[config.mk]
export PLATFORM = sky130hd
export DESIGN_NAME = pow2_arbiter_flat
export DESIGN_NICKNAME = d
export VERILOG_FILES = /design/src/rtl/pow2_pkg.sv /design/src/rtl/pow2_arbiter_if.sv /design/src/rtl/pow2_arbiter_rr_pick.sv /design/src/rtl/pow2_arbiter.sv /design/src/flat_wrapper.sv
export SDC_FILE = /design/constraint.sdc
export NUM_CORES = 1
export LEC_CHECK = 0
export BUFFER_PORTS_ARGS = -buffer_cell sky130_fd_sc_hd__buf_4
export CAP_MARGIN = 40
export CELL_PAD_IN_SITES_DETAIL_PLACEMENT = 1
export CELL_PAD_IN_SITES_GLOBAL_PLACEMENT = 1
export CORE_ASPECT_RATIO = 1.5
export CORE_MARGIN = 2
export CORE_UTILIZATION = 33
export CTS_CLUSTER_DIAMETER = 200
export CTS_CLUSTER_SIZE = 28
export DETAILED_ROUTE_END_ITERATION = 8
export GPL_TIMING_DRIVEN = 0
export PLACE_DENSITY_LB_ADDON = 0.1
export SLEW_MARGIN = 10
export SYNTH_ARGS = -nofsm -noshare
export SYNTH_HDL_FRONTEND = slang
export SYNTH_SLANG_ARGS = --single-unit
[constraint.sdc]
create_clock -name clk -period 2.7 [get_ports clk]
set_clock_uncertainty 0.2 [all_clocks]
set_input_delay 0.405 -clock clk [delete_from_list [all_inputs] [get_ports clk]]
set_output_delay 0.405 -clock clk [all_outputs]
set_load 0.005 [all_outputs]
[src/rtl/pow2_pkg.sv]
// Shared definitions for the pow2 squaring unit and its arbiter:
// sequencer state encoding and IEEE-754 single-precision field positions.
package pow2_pkg;

    typedef enum logic [2:0] {
        S_DRAIN = 3'd0,
        S_IDLE  = 3'd1,
        S_ISSUE = 3'd2,
        S_WAIT  = 3'd3,
        S_DONE  = 3'd4
    } state_e;

    localparam int SIGN_BIT = 31;
    localparam int EXP_MSB  = 30;
    localparam int EXP_LSB  = 23;
    localparam int MANT_MSB = 22;
    localparam int MANT_LSB = 0;
    localparam int EXP_BIAS = 127;

endpackage

[src/rtl/pow2_arbiter_if.sv]
// Requester bus and squaring-unit handshake shared by the arbiter (master)
// and the surrounding requesters/unit (slave).
interface pow2_arbiter_if #(
    parameter int N = 4
);
    logic [N-1:0]    req;
    logic [32*N-1:0] x_in;
    logic [N-1:0]    ack;
    logic [N-1:0]    done;
    logic [31:0]     res_out;
    logic            err_out;
    logic            busy;
    logic [31:0]     u_x;
    logic            u_r_i;
    logic [31:0]     u_res;
    logic            u_err;
    logic            u_r_o;

    modport master (
        input  req, x_in, u_res, u_err, u_r_o,
        output ack, done, res_out, err_out, busy, u_x, u_r_i
    );

    modport slave (
        output req, x_in, u_res, u_err, u_r_o,
        input  ack, done, res_out, err_out, busy, u_x, u_r_i
    );
endinterface

[src/rtl/pow2_arbiter_rr_pick.sv]
// Combinational round-robin picker: first set request at or after ptr_i,
// wrapping modulo N. Reusable for any shared single-issue resource.
module rr_pick #(
    parameter int N = 4
) (
    input  logic [N-1:0]         req_i,
    input  logic [$clog2(N)-1:0] ptr_i,
    output logic [N-1:0]         grant_o,
    output logic [$clog2(N)-1:0] idx_o,
    output logic                 any_o
);
    localparam int IW = $clog2(N);

    logic [IW:0] pos_s;

    // Scan offsets 0..N-1 from the pointer and keep the first hit.
    always_comb begin
        grant_o = '0;
        idx_o   = '0;
        any_o   = 1'b0;
        pos_s   = '0;
        for (int i = 0; i < N; i++) begin
            pos_s = {1'b0, ptr_i} + (IW+1)'(i);
            if (pos_s >= (IW+1)'(N)) begin
                pos_s = pos_s - (IW+1)'(N);
            end else begin
                pos_s = pos_s;
            end
            if (!any_o && req_i[pos_s[IW-1:0]]) begin
                any_o = 1'b1;
                idx_o = pos_s[IW-1:0];
            end else begin
                any_o = any_o;
            end
        end
        if (any_o) begin
            grant_o = N'(1) << idx_o;
        end else begin
            grant_o = '0;
        end
    end

endmodule

[src/rtl/pow2_arbiter.sv]
// Round-robin sequencer sharing one pow2 squaring unit among N requesters,
// with a watchdog and a post-reset drain window since the unit has no reset.
module pow2_arbiter
    import pow2_pkg::*;
#(
    parameter int N       = 4,
    parameter int TIMEOUT = 15,
    parameter int DRAIN   = 6
) (
    input  logic          clk,
    input  logic          rst,
    pow2_arbiter_if.master bus
);
    localparam int IW = $clog2(N);
    localparam int TW = $clog2(TIMEOUT + 1);
    localparam int DW = $clog2(DRAIN + 1);

    state_e          state_q, state_d;
    logic [DW-1:0]   dcnt_q, dcnt_d;
    logic [TW-1:0]   tcnt_q, tcnt_d;
    logic [IW-1:0]   ptr_q, ptr_d;
    logic [IW-1:0]   g_q, g_d;
    logic [N-1:0]    ack_q, ack_d;
    logic [N-1:0]    done_q, done_d;
    logic [31:0]     res_q, res_d;
    logic            err_q, err_d;
    logic [31:0]     ux_q, ux_d;
    logic            uri_q, uri_d;
    logic            busy_q, busy_d;

    logic [N-1:0]    pick_grant_s;
    logic [IW-1:0]   pick_idx_s;
    logic            pick_any_s;
    logic [31:0]     x_sel_s;

    rr_pick #(.N(N)) u_pick (
        .req_i   (bus.req),
        .ptr_i   (ptr_q),
        .grant_o (pick_grant_s),
        .idx_o   (pick_idx_s),
        .any_o   (pick_any_s)
    );

    // Operand mux for the requester chosen by the picker.
    always_comb begin
        x_sel_s = '0;
        for (int i = 0; i < N; i++) begin
            if (pick_idx_s == IW'(i)) begin
                x_sel_s = bus.x_in[32*i +: 32];
            end else begin
                x_sel_s = x_sel_s;
            end
        end
    end

    // Next-state and registered-output logic of the sequencer.
    always_comb begin
        state_d = state_q;
        dcnt_d  = dcnt_q;
        tcnt_d  = tcnt_q;
        ptr_d   = ptr_q;
        g_d     = g_q;
        ack_d   = '0;
        done_d  = '0;
        res_d   = res_q;
        err_d   = err_q;
        ux_d    = ux_q;
        uri_d   = 1'b0;
        case (state_q)
            S_DRAIN: begin
                dcnt_d = dcnt_q - DW'(1);
                if (dcnt_q <= DW'(1)) begin
                    state_d = S_IDLE;
                end else begin
                    state_d = S_DRAIN;
                end
            end
            S_IDLE: begin
                if (pick_any_s) begin
                    g_d     = pick_idx_s;
                    ux_d    = x_sel_s;
                    ack_d   = pick_grant_s;
                    state_d = S_ISSUE;
                end else begin
                    state_d = S_IDLE;
                end
            end
            S_ISSUE: begin
                uri_d   = 1'b1;
                tcnt_d  = '0;
                state_d = S_WAIT;
            end
            S_WAIT: begin
                // A result arriving on the timeout cycle still wins.
                if (bus.u_r_o) begin
                    res_d   = bus.u_res;
                    err_d   = bus.u_err;
                    state_d = S_DONE;
                end else begin
                    if (tcnt_q == TW'(TIMEOUT)) begin
                        tcnt_d = tcnt_q;
                    end else begin
                        tcnt_d = tcnt_q + TW'(1);
                    end
                    if (tcnt_d == TW'(TIMEOUT)) begin
                        res_d   = '0;
                        err_d   = 1'b1;
                        state_d = S_DONE;
                    end else begin
                        state_d = S_WAIT;
                    end
                end
            end
            S_DONE: begin
                done_d = N'(1) << g_q;
                if (g_q == IW'(N - 1)) begin
                    ptr_d = '0;
                end else begin
                    ptr_d = g_q + IW'(1);
                end
                state_d = S_IDLE;
            end
            default: begin
                state_d = S_DRAIN;
                dcnt_d  = DW'(DRAIN);
            end
        endcase
        busy_d = (state_d != S_IDLE);
    end

    // State and output registers with synchronous reset.
    always_ff @(posedge clk) begin
        if (rst) begin
            state_q <= S_DRAIN;
            dcnt_q  <= DW'(DRAIN);
            tcnt_q  <= '0;
            ptr_q   <= '0;
            g_q     <= '0;
            ack_q   <= '0;
            done_q  <= '0;
            res_q   <= '0;
            err_q   <= 1'b0;
            ux_q    <= '0;
            uri_q   <= 1'b0;
            busy_q  <= 1'b1;
        end else begin
            state_q <= state_d;
            dcnt_q  <= dcnt_d;
            tcnt_q  <= tcnt_d;
            ptr_q   <= ptr_d;
            g_q     <= g_d;
            ack_q   <= ack_d;
            done_q  <= done_d;
            res_q   <= res_d;
            err_q   <= err_d;
            ux_q    <= ux_d;
            uri_q   <= uri_d;
            busy_q  <= busy_d;
        end
    end

    assign bus.ack     = ack_q;
    assign bus.done    = done_q;
    assign bus.res_out = res_q;
    assign bus.err_out = err_q;
    assign bus.busy    = busy_q;
    assign bus.u_x     = ux_q;
    assign bus.u_r_i   = uri_q;

endmodule

[src/flat_wrapper.sv]
// flat-port wrapper written by rule: the top's interface ports become plain ports
module pow2_arbiter_flat import pow2_pkg::*;
#(
    parameter int N       = 4,
    parameter int TIMEOUT = 15,
    parameter int DRAIN   = 6
)
  (clk, rst, bus_req, bus_x_in, bus_u_res, bus_u_err, bus_u_r_o, bus_ack, bus_done, bus_res_out, bus_err_out, bus_busy, bus_u_x, bus_u_r_i);
  pow2_arbiter_if #(.N(N)) bus_i ();
  input  logic clk;
  input  logic rst;
  input wire logic [$bits(bus_i.req)-1:0] bus_req;
  input wire logic [$bits(bus_i.x_in)-1:0] bus_x_in;
  input wire logic [$bits(bus_i.u_res)-1:0] bus_u_res;
  input wire logic [$bits(bus_i.u_err)-1:0] bus_u_err;
  input wire logic [$bits(bus_i.u_r_o)-1:0] bus_u_r_o;
  output wire logic [$bits(bus_i.ack)-1:0] bus_ack;
  output wire logic [$bits(bus_i.done)-1:0] bus_done;
  output wire logic [$bits(bus_i.res_out)-1:0] bus_res_out;
  output wire logic [$bits(bus_i.err_out)-1:0] bus_err_out;
  output wire logic [$bits(bus_i.busy)-1:0] bus_busy;
  output wire logic [$bits(bus_i.u_x)-1:0] bus_u_x;
  output wire logic [$bits(bus_i.u_r_i)-1:0] bus_u_r_i;
  assign bus_i.req = bus_req;
  assign bus_i.x_in = bus_x_in;
  assign bus_i.u_res = bus_u_res;
  assign bus_i.u_err = bus_u_err;
  assign bus_i.u_r_o = bus_u_r_o;
  assign bus_ack = bus_i.ack;
  assign bus_done = bus_i.done;
  assign bus_res_out = bus_i.res_out;
  assign bus_err_out = bus_i.err_out;
  assign bus_busy = bus_i.busy;
  assign bus_u_x = bus_i.u_x;
  assign bus_u_r_i = bus_i.u_r_i;
  pow2_arbiter #(.N(N), .TIMEOUT(TIMEOUT), .DRAIN(DRAIN)) u_core (.clk(clk), .rst(rst), .bus(bus_i));
endmodule
Word level (Yosys, flattened, before mapping)
Index checks and enable logic that the tools add are counted. W data, S select, Z words.

Register bits after elaboration: 89. Output and inout bits: 75. Bits of input ports: 168.

Reduce and logical (&&, ||, !) cells: 16. Bitwise gates (word level): 3. Add/subtract/negate cells: 10. Muxes and demuxes: 41. Shift-type cells: 2. $lt $le $gt $ge: 9. Equal/unequal tests: 12.

Operator list (number): $mux W32 (6); $mux W2 (10); $mux W4 (4); $pmux W3 S5 (1); $lt A2 B3 Y1 const B (4); $mux W1 (12); $ge A3 B3 Y1 const B (3); $bmux W1 S2 (4); $eq A4 B4 Y1 const B (2); $pmux W4 S2 (1); $shl A1 B2 Y4 const A (2); $sub A2 B1 Y2 const B (4); $add A2 B2 Y3 const B (2); $eq A2 B2 Y1 const B (3); $eq A3 B2 Y1 const B (2); $mux W3 (2); $pmux W3 S2 (1); $reduce_and A2 Y1 (3); $add A4 B1 Y4 const B (1); $reduce_bool A2 Y1 (2); $reduce_or A4 Y1 (1); $add A2 B1 Y3 const B (1); $eq A3 B1 Y1 const B (1); $eq A3 B3 Y1 const B (1); other kinds (14) (20).

Longest topological paths before layout
Gate-level depths: netlist of run 1.

Depth after elaboration: 19. Mapped depth: 8. Mapped depth without buffers: 6.

Modules after synthesis
Synthesis of run 1 repeated with hierarchy kept, for this count alone.

Cell total of the unflattened synthesis: 438. Area, all modules: 4287.9 µm².

Modules (own cells, without submodules): pow2_arbiter (cells an instance 406, times used 1, area each 4105.2 µm²); rr_pick (cells an instance 32, times used 1, area each 182.7 µm²).

Least setup slack after synthesis of run 1
OpenSTA, ideal clock, no wires.

Kind: flip-flop to flip-flop. Start: reg u_core.ptr_q[1]. End: reg u_core.ux_q[0] (netlist: u_core.bus.u_x[0]). Data required time: 2365 ps. Arrival: 1516 ps. Path buffers: 2. Setup time: 135 ps. Stages on the path, launching flop included: 8. Setup slack: 849 ps. Cell sequence: dfxtp_1 -> mux2i_1 -> nor2_1 -> a311oi_2 -> nand2b_1 -> buf_2 -> buf_2 -> o221ai_1.

Cells in the longest elaborated chain, start to end: 19. Elaborated cells between the ends (all ways): 46.

Ends and longest elaborated chain: start: declaration (RTL line pow2_arbiter.sv:21) `logic [IW-1:0] ptr_q, ptr_d;`; start signal: assignment (RTL line pow2_arbiter.sv:150) `ptr_q <= ptr_d;`; parallel branches: the longest is 19 deep, another holds $add A2 B1 Y3; end signal: assignment (RTL line pow2_arbiter.sv:156) `ux_q <= ux_d;`; end: declaration (RTL line pow2_arbiter.sv:27) `logic [31:0] ux_q, ux_d;`.

Several ways; the timed one is not identified. The select of a mux whose other input is x is not followed. A chain may end at the register's enable or synchronous reset.

Final worst setup path of run 1
Same ends and word-level chain as after synthesis.

==> results of run 1 <==
==> worst min path at each step <==
stage,startpoint,end,depth (start not counted),slack [ps]
2_1_floorplan,u_core.g_q[1],u_core.bus.done[1],1,250
3_3_place_gp,u_core.bus.u_x[15],u_core.bus.u_x[15],2,250
3_5_place_dp,u_core.bus.u_x[20],u_core.bus.u_x[20],2,260
4_1_cts,bus_u_res[11],u_core.bus.res_out[11],2,60
5_1_grt,bus_u_res[2],u_core.bus.res_out[2],2,60
6_report,bus_u_res[7],u_core.bus.res_out[7],2,70
==> cells by family after synthesis <==
group,count (synthesis),synth area share (%)
compound gates,96,19.79
simple gates,96,11.73
flops,89,45.01
mux,67,16.94
buf+inv,37,5.057
fa+ha+maj,4,1.264
xor+xnor,1,0.2213
==> critical path, cell delays in order, from the launching register on <==
cell      delay (ps)
dfxtp_1          470
mux2i_1          220
nor2_1            70
a311oi_2         360
nand2b_1         150
buf_2            190
buf_2            260
o221ai_1         170
==> power breakdown <==
| part | switching [mW] | total [mW] | internal [mW] |
|---|---|---|---|
| clock network | 0.542 | 1.29 | 0.744 |
| logic | 0.268 | 0.620 | 0.352 |
| registers | 0.0425 | 1.42 | 1.38 |
==> flip-flops by register name (all words and copies together) (netlist names) <==
signal	count
u_core.bus.u_r_i	1
u_core.tcnt_q	4
u_core.bus.done	4
u_core.dcnt_q	3
u_core.bus.busy	1
u_core.bus.u_x	32
u_core.g_q	2
u_core.bus.err_out	1
u_core.ptr_q	2
u_core.bus.res_out	32
u_core.state_q	3
u_core.bus.ack	4
==> cells in the mapped netlist (4+ instances only) <==
cell type  number
o21ai_0         4
buf_6           4
nand3b_1        4
a21oi_1        14
nor2_1         20
mux2i_1        67
dfxtp_1        89
a22o_1         32
nand3_1         6
ha_1            4
inv_1           6
nand2b_1        6
nor3_1          4
buf_2          16
nand2_1        42
clkbuf_1        7
o221ai_1       32
and3_1          4
==> per-layer routing <==
layer | GRT usage [%] | wire length (um) | vias up
li1 | - | - | 1956
met1 | 21.61 | 4912 | 1943
met2 | 41.88 | 7851 | 156
met3 | 6.921 | 1267 | 25
met4 | 9.598 | 495 | 0
met5 | 0 | 0 | -
==> metrics by stage <==
| step | hold WS, ps | total power [mW] |
|---|---|---|
| after floorplan | 247.0 | 1.731 |
| after global placement | 245.2 | 2.056 |
| after detailed placement | 257.3 | 2.080 |
| after CTS | 60.60 | 3.376 |
| after global routing | 64.06 | 3.490 |
| final | 68.85 | 3.329 |
==> final cells by class <==
class | count | area, um2 | area share (%)
tap | 153 | 191.4 | 3.052
clock inverter | 6 | 66.31 | 1.057
sequential | 89 | 1782 | 28.41
multi-input combinational | 264 | 1977 | 31.52
inverter | 7 | 26.28 | 0.4189
buffer | 30 | 173.9 | 2.773
timing repair buffer | 242 | 1817 | 28.96
clock buffer | 10 | 239.0 | 3.810
==> out/results.tsv, run 1 <==
stage	metric	value	unit
outcome	status	finished clean	
layout	nets	815	
die	die_h	138.1	um
cts	cts_sinks	89	
worst_setup_path	worstSetupPathType	reg -> reg	
cts	clk_latency	340	ps
sta	rsz0062_at_grt	no	
detailed_routing	wl_per_cell	18.14	um
hold_path	hold_class	in -> reg	
synthesis	ys_seq_elements	89	
synthesis	synthFlopType	dfxtp_1	
synthesis	ys_types	43	
placed_design	dp_hpwl	11630	um
cts	cts_setup_buffers	0	
layout	areaGrowthSynthToFinish	58.44	%
layout	fill_cells	1388	
worst_setup_path	critPathLaunchType	flip-flop	
layout	final_area	6272	um2
synthesis	synthArstFlopShare	0	%
die	io_pins	243	
detailed_routing	ant_nets	0	
worst_setup_path	crit_arrival	2220	ps
sta	hold_violations	0	
pwr	vdd_drop_max	0.3541	mV
cts	cts_resized	0	
detailed_routing	drt_iter0_markers	79	
placed_design	port-buffer-count	242	
die	start_util	33.46	%
worst_setup_path	reg2reg_to	u_core.bus.u_x[0]	
synthesis	syn_area_per_cell	10.15	um2
cts	cts_hold_repair.buffers	0	
worst_setup_path	critPathLaunch	u_core.ptr_q[1]	
synthesis	syn_nets	562	
synthesis	syn_inst	390	
sta	slew_headroom	55.15	%
global_routing	grt_max_degree	16	
sta	worst_slew_pin_slew	667.2	ps
synthesis	ys_seq_area_share	45.01	%
detailed_routing	via_per_inst	5.094	
job	maxCapViolCount	0	
placed_design	gp_congestion	0.7822	
layout	final_cell_mix	245 x buf_4, 89 x dfxtp_1, 67 x mux2i_1, 42 x nand2_1	
synthesis	synth-edff-count	0	
worst_setup_path	worstPathRequired	2700	ps
placed_design	dp_cells	785	
sta	period_share	82.29	%
detailed_routing	first_pass_iters	4	
layout	final_common_cell	buf_4	
worst_setup_path	end_kind	flip-flop	
synthesis	yosysWarnings	0	
worst_setup_path	r2r_start	u_core.ptr_q[1]	
layout	final_cells	801	
synthesis	synth_largest_area_cell	dfxtp_1	
global_routing	grt_pass1_vias	4323	
synthesis	synth.area.top_cells	dfxtp_1 45%, mux2i_1 17%, a22o_1 7.1%	
die	die_w	93.43	um
synthesis	netlist_area	3959	um2
detailed_routing	drt_wl_total	14530	um
layout	n_antenna_cell	0	
worst_setup_path	rrSetupSlack	480	ps
cts	htree_levels	3	
layout	finish.utilization	53.01	%
placed_design	dp_slack	301.3	ps
layout	layout-drive-gt1-share	45.37	%
detailed_routing	drc	0	
global_routing	overflow	0	
pwr	p_per_area	530.8	nW/um2
cts	cts_buffer_depth	2	
sta	fin_ws	478.1	ps
placed_design	place_area	5967	um2
sta	period_needed	2222	ps
detailed_routing	num_vias	4080	
die	core	11830	um2
global_routing	antenna_found_initial	0	
cts	clkTransAtPathRegs	70	ps
global_routing	grt_pass1_wl	22470	um
sta	report.final.slew_viol_count	0	
sta	max_freq	450.1	MHz
cts	cts_tree	done	
synthesis	yosysTopAreaCellShare	45.01	%
cts	cts_buffers	9	
sta	fin_setup_tns	0	ps
worst_setup_path	r2r_cells	7	
global_routing	grt_util_all_layers	22.24	%
sta	setup_viol	0	
pwr	p_leak	2.842	nW
cts	root_buffer	clkbuf_16	
die	dieArea	12910	um2
worst_setup_path	critPathCapture	u_core.bus.u_x[0]	
worst_setup_path	path_max_fanout	10	
die	core.rowCount	49	
(Power assumes the default switching activity.)
==> inputs of run 2 (changes only) <==
CORE_UTILIZATION = 28   (was 33)
clock period = 1.8 ns   (was 2.7 ns; I/O delays follow)
==> out/results.tsv, run 2 (same netlist as run 1, synthesis figures left out) <==
stage	metric	value	unit	change
cts	root_buffer	clkbuf_16		
detailed_routing	num_vias	4269		+4.6%
cts	clkTransAtPathRegs	70	ps	about the same
pwr	seq_power_share	41.7	%	-1.0 points
pwr	p_sw	1.427	mW	+67%
die	io_pins	243		unchanged
pwr	p_leak	3.152	nW	+11%
global_routing	grt_pass1_vias	4579		+5.9%
pwr	vdd_drop_max	0.4739	mV	+34%
pwr	internal_power	3.680	mW	+49%
layout	finish.utilization	50.38	%	-2.6 points
job	maxCapViolCount	0		unchanged
worst_setup_path	path_max_fanout	8		-2
layout	final_cell_mix	257 x buf_4, 84 x dfxtp_1, 64 x mux2i_1, 41 x nand2_1		
pwr	clkPwrFrac	36.8	%	-1.8 points
die	core.rowCount	53		+8.2%
placed_design	dp_cells	797		+1.5%
layout	layout-drive-gt1-share	48.13	%	+2.8 points
worst_setup_path	critPathLaunchType	flip-flop		
placed_design	dp_hpwl	12180	um	+4.7%
detailed_routing	drt_iter0_markers	60		-24%
detailed_routing	drc	0		unchanged
cts	cts_buffer_depth	2		unchanged
global_routing	overflow	0		unchanged
sta	period_share	104.9	%	+23 points
die	die_w	101.1	um	+8.2%
detailed_routing	wl_per_cell	18.81	um	+3.7%
global_routing	antenna_found_initial	0		unchanged
pwr	power_frac_comb	21.5	%	+2.9 points
worst_setup_path	crit_arrival	1920	ps	-300 ps
die	core	13930	um2	+18%
global_routing	grt_pass1_wl	23600	um	+5.0%
sta	report.final.slew_viol_count	0		unchanged
detailed_routing	ant_nets	0		unchanged
sta	hold_violations	0		unchanged
worst_setup_path	worstSetupPathType	reg -> reg		
layout	fill_cells	1571		+13%
cts	clk_latency	340	ps	about the same
sta	max_freq	529.4	MHz	+18%
die	start_util	28.43	%	-5.0 points
sta	worst_slew_pin_slew	488.0	ps	-179.2 ps
sta	fin_ws	-88.79	ps	-566.9 ps
outcome	violations	negative setup slack		
layout	final_common_cell	buf_4		
detailed_routing	drt_wl_total	16200	um	+11%
layout	final_cells	861		+7.5%
die	dieArea	15130	um2	+17%
detailed_routing	via_per_inst	4.958		-2.7%
worst_setup_path	end_kind	flip-flop		
hold_path	hold_class	in -> reg		
worst_setup_path	worstPathRequired	1830	ps	-870 ps
placed_design	gp_congestion	0.7829		about the same
layout	nets	863		+5.9%
sta	setup_viol	61		+61
die	die_h	149.6	um	+8.3%
layout	n_antenna_cell	0		unchanged
placed_design	port-buffer-count	242		unchanged
sta	rsz0062_at_grt	yes		
cts	cts_sinks	89		unchanged
global_routing	grt_max_degree	19		+3
layout	final_area	7015	um2	+12%
sta	fin_setup_tns	-3082	ps	-3082 ps
pwr	p_per_area	728.0	nW/um2	+37%
cts	htree_levels	3		unchanged
sta	period_needed	1889	ps	-333.1 ps
placed_design	place_area	5986	um2	+0.31%
sta	holdWs	3.157	ps	-65.69 ps
pwr	switching_share	27.95	%	+2.3 points
layout	areaGrowthSynthToFinish	77.21	%	
cts	cts_buffers	9		unchanged
detailed_routing	first_pass_iters	4		unchanged
global_routing	grt_util_all_layers	20.14	%	-2.1 points
sta	slew_headroom	67.47	%	+12 points
outcome	status	complete, but fails checks		
cts	cts_tree	done		
## run 2: cell count changes in the layout (fill, tap and decap cells not counted), moves of 5 or more
cell	before	now
dfxtp_1	89	84
dlygate4sd3_1	0	32
buf_8	0	8
buf_2	16	7
buf_4	245	257
clkbuf_1	7	2
## run 2: area by class of cell
class	instances	area [um2]	share of cell area (%)
timing repair buffer	291	2310	32.92
inverter	7	26.28	0.3745
sequential	89	1793	25.56
clock inverter	7	70.07	0.9988
clock buffer	9	225.2	3.210
multi-input combinational	264	2092	29.82
buffer	29	292.8	4.173
tap	165	206.4	2.943
## run 2: layer usage
layer	GRT usage (%)	vias to the layer above	share of wire [%]
met2	39.40	169	55
met4	6.216	0	1.7
met3	5.231	19	7.2
met5	0	-	0
met1	20.17	2025	36
li1	-	2056	-
## run 2: worst max-delay path: stages (launching register included)
cell	delay, ps
dfxtp_4	350
ha_4	280
nand2b_4	50
o21ai_2	130
a21o_1	220
a21oi_4	80
buf_12	150
buf_8	130
a22o_1	180
## run 2: repair_timing
action,4_1_cts,5_1_grt
setup endpoints to repair,72,70
pin swaps,11,6
buffers inserted,14,3
gates resized for setup,57,15
gates cloned,2,1
hold endpoints to repair,32,0
hold buffers,32,0
## run 2: final timing paths
check	slack (ps)	endpoint	depth (start not counted)	startpoint
worst max-delay path	-90	u_core.bus.res_out[2]	8	u_core.tcnt_q[0]
worst min-delay path	3	u_core.bus.err_out	3	bus_u_err
worst max register to register	-90	u_core.bus.res_out[2]	8	u_core.tcnt_q[0]
worst min register to register	270	u_core.bus.u_x[0]	2	u_core.bus.u_x[0]
## run 2: through the flow
stage / total power [mW] / setup WS (ps)
2_1_floorplan: 2.597 / 16.91
3_3_place_gp: 3.095 / -405.0
3_5_place_dp: 3.136 / -471.4
4_1_cts: 5.159 / -87.52
5_1_grt: 5.366 / -147.9
6_report: 5.108 / -88.79
## run 2: power groups by stage
stage          combinational [mW]  sequential (mW)  clock (mW)
2_1_floorplan               0.425             2.17           0
4_1_cts                      1.08             2.13        1.95
3_5_place_dp                0.956             2.18           0
5_1_grt                      1.20             2.14        2.02
6_report                     1.10             2.13        1.88
3_3_place_gp                0.922             2.17           0
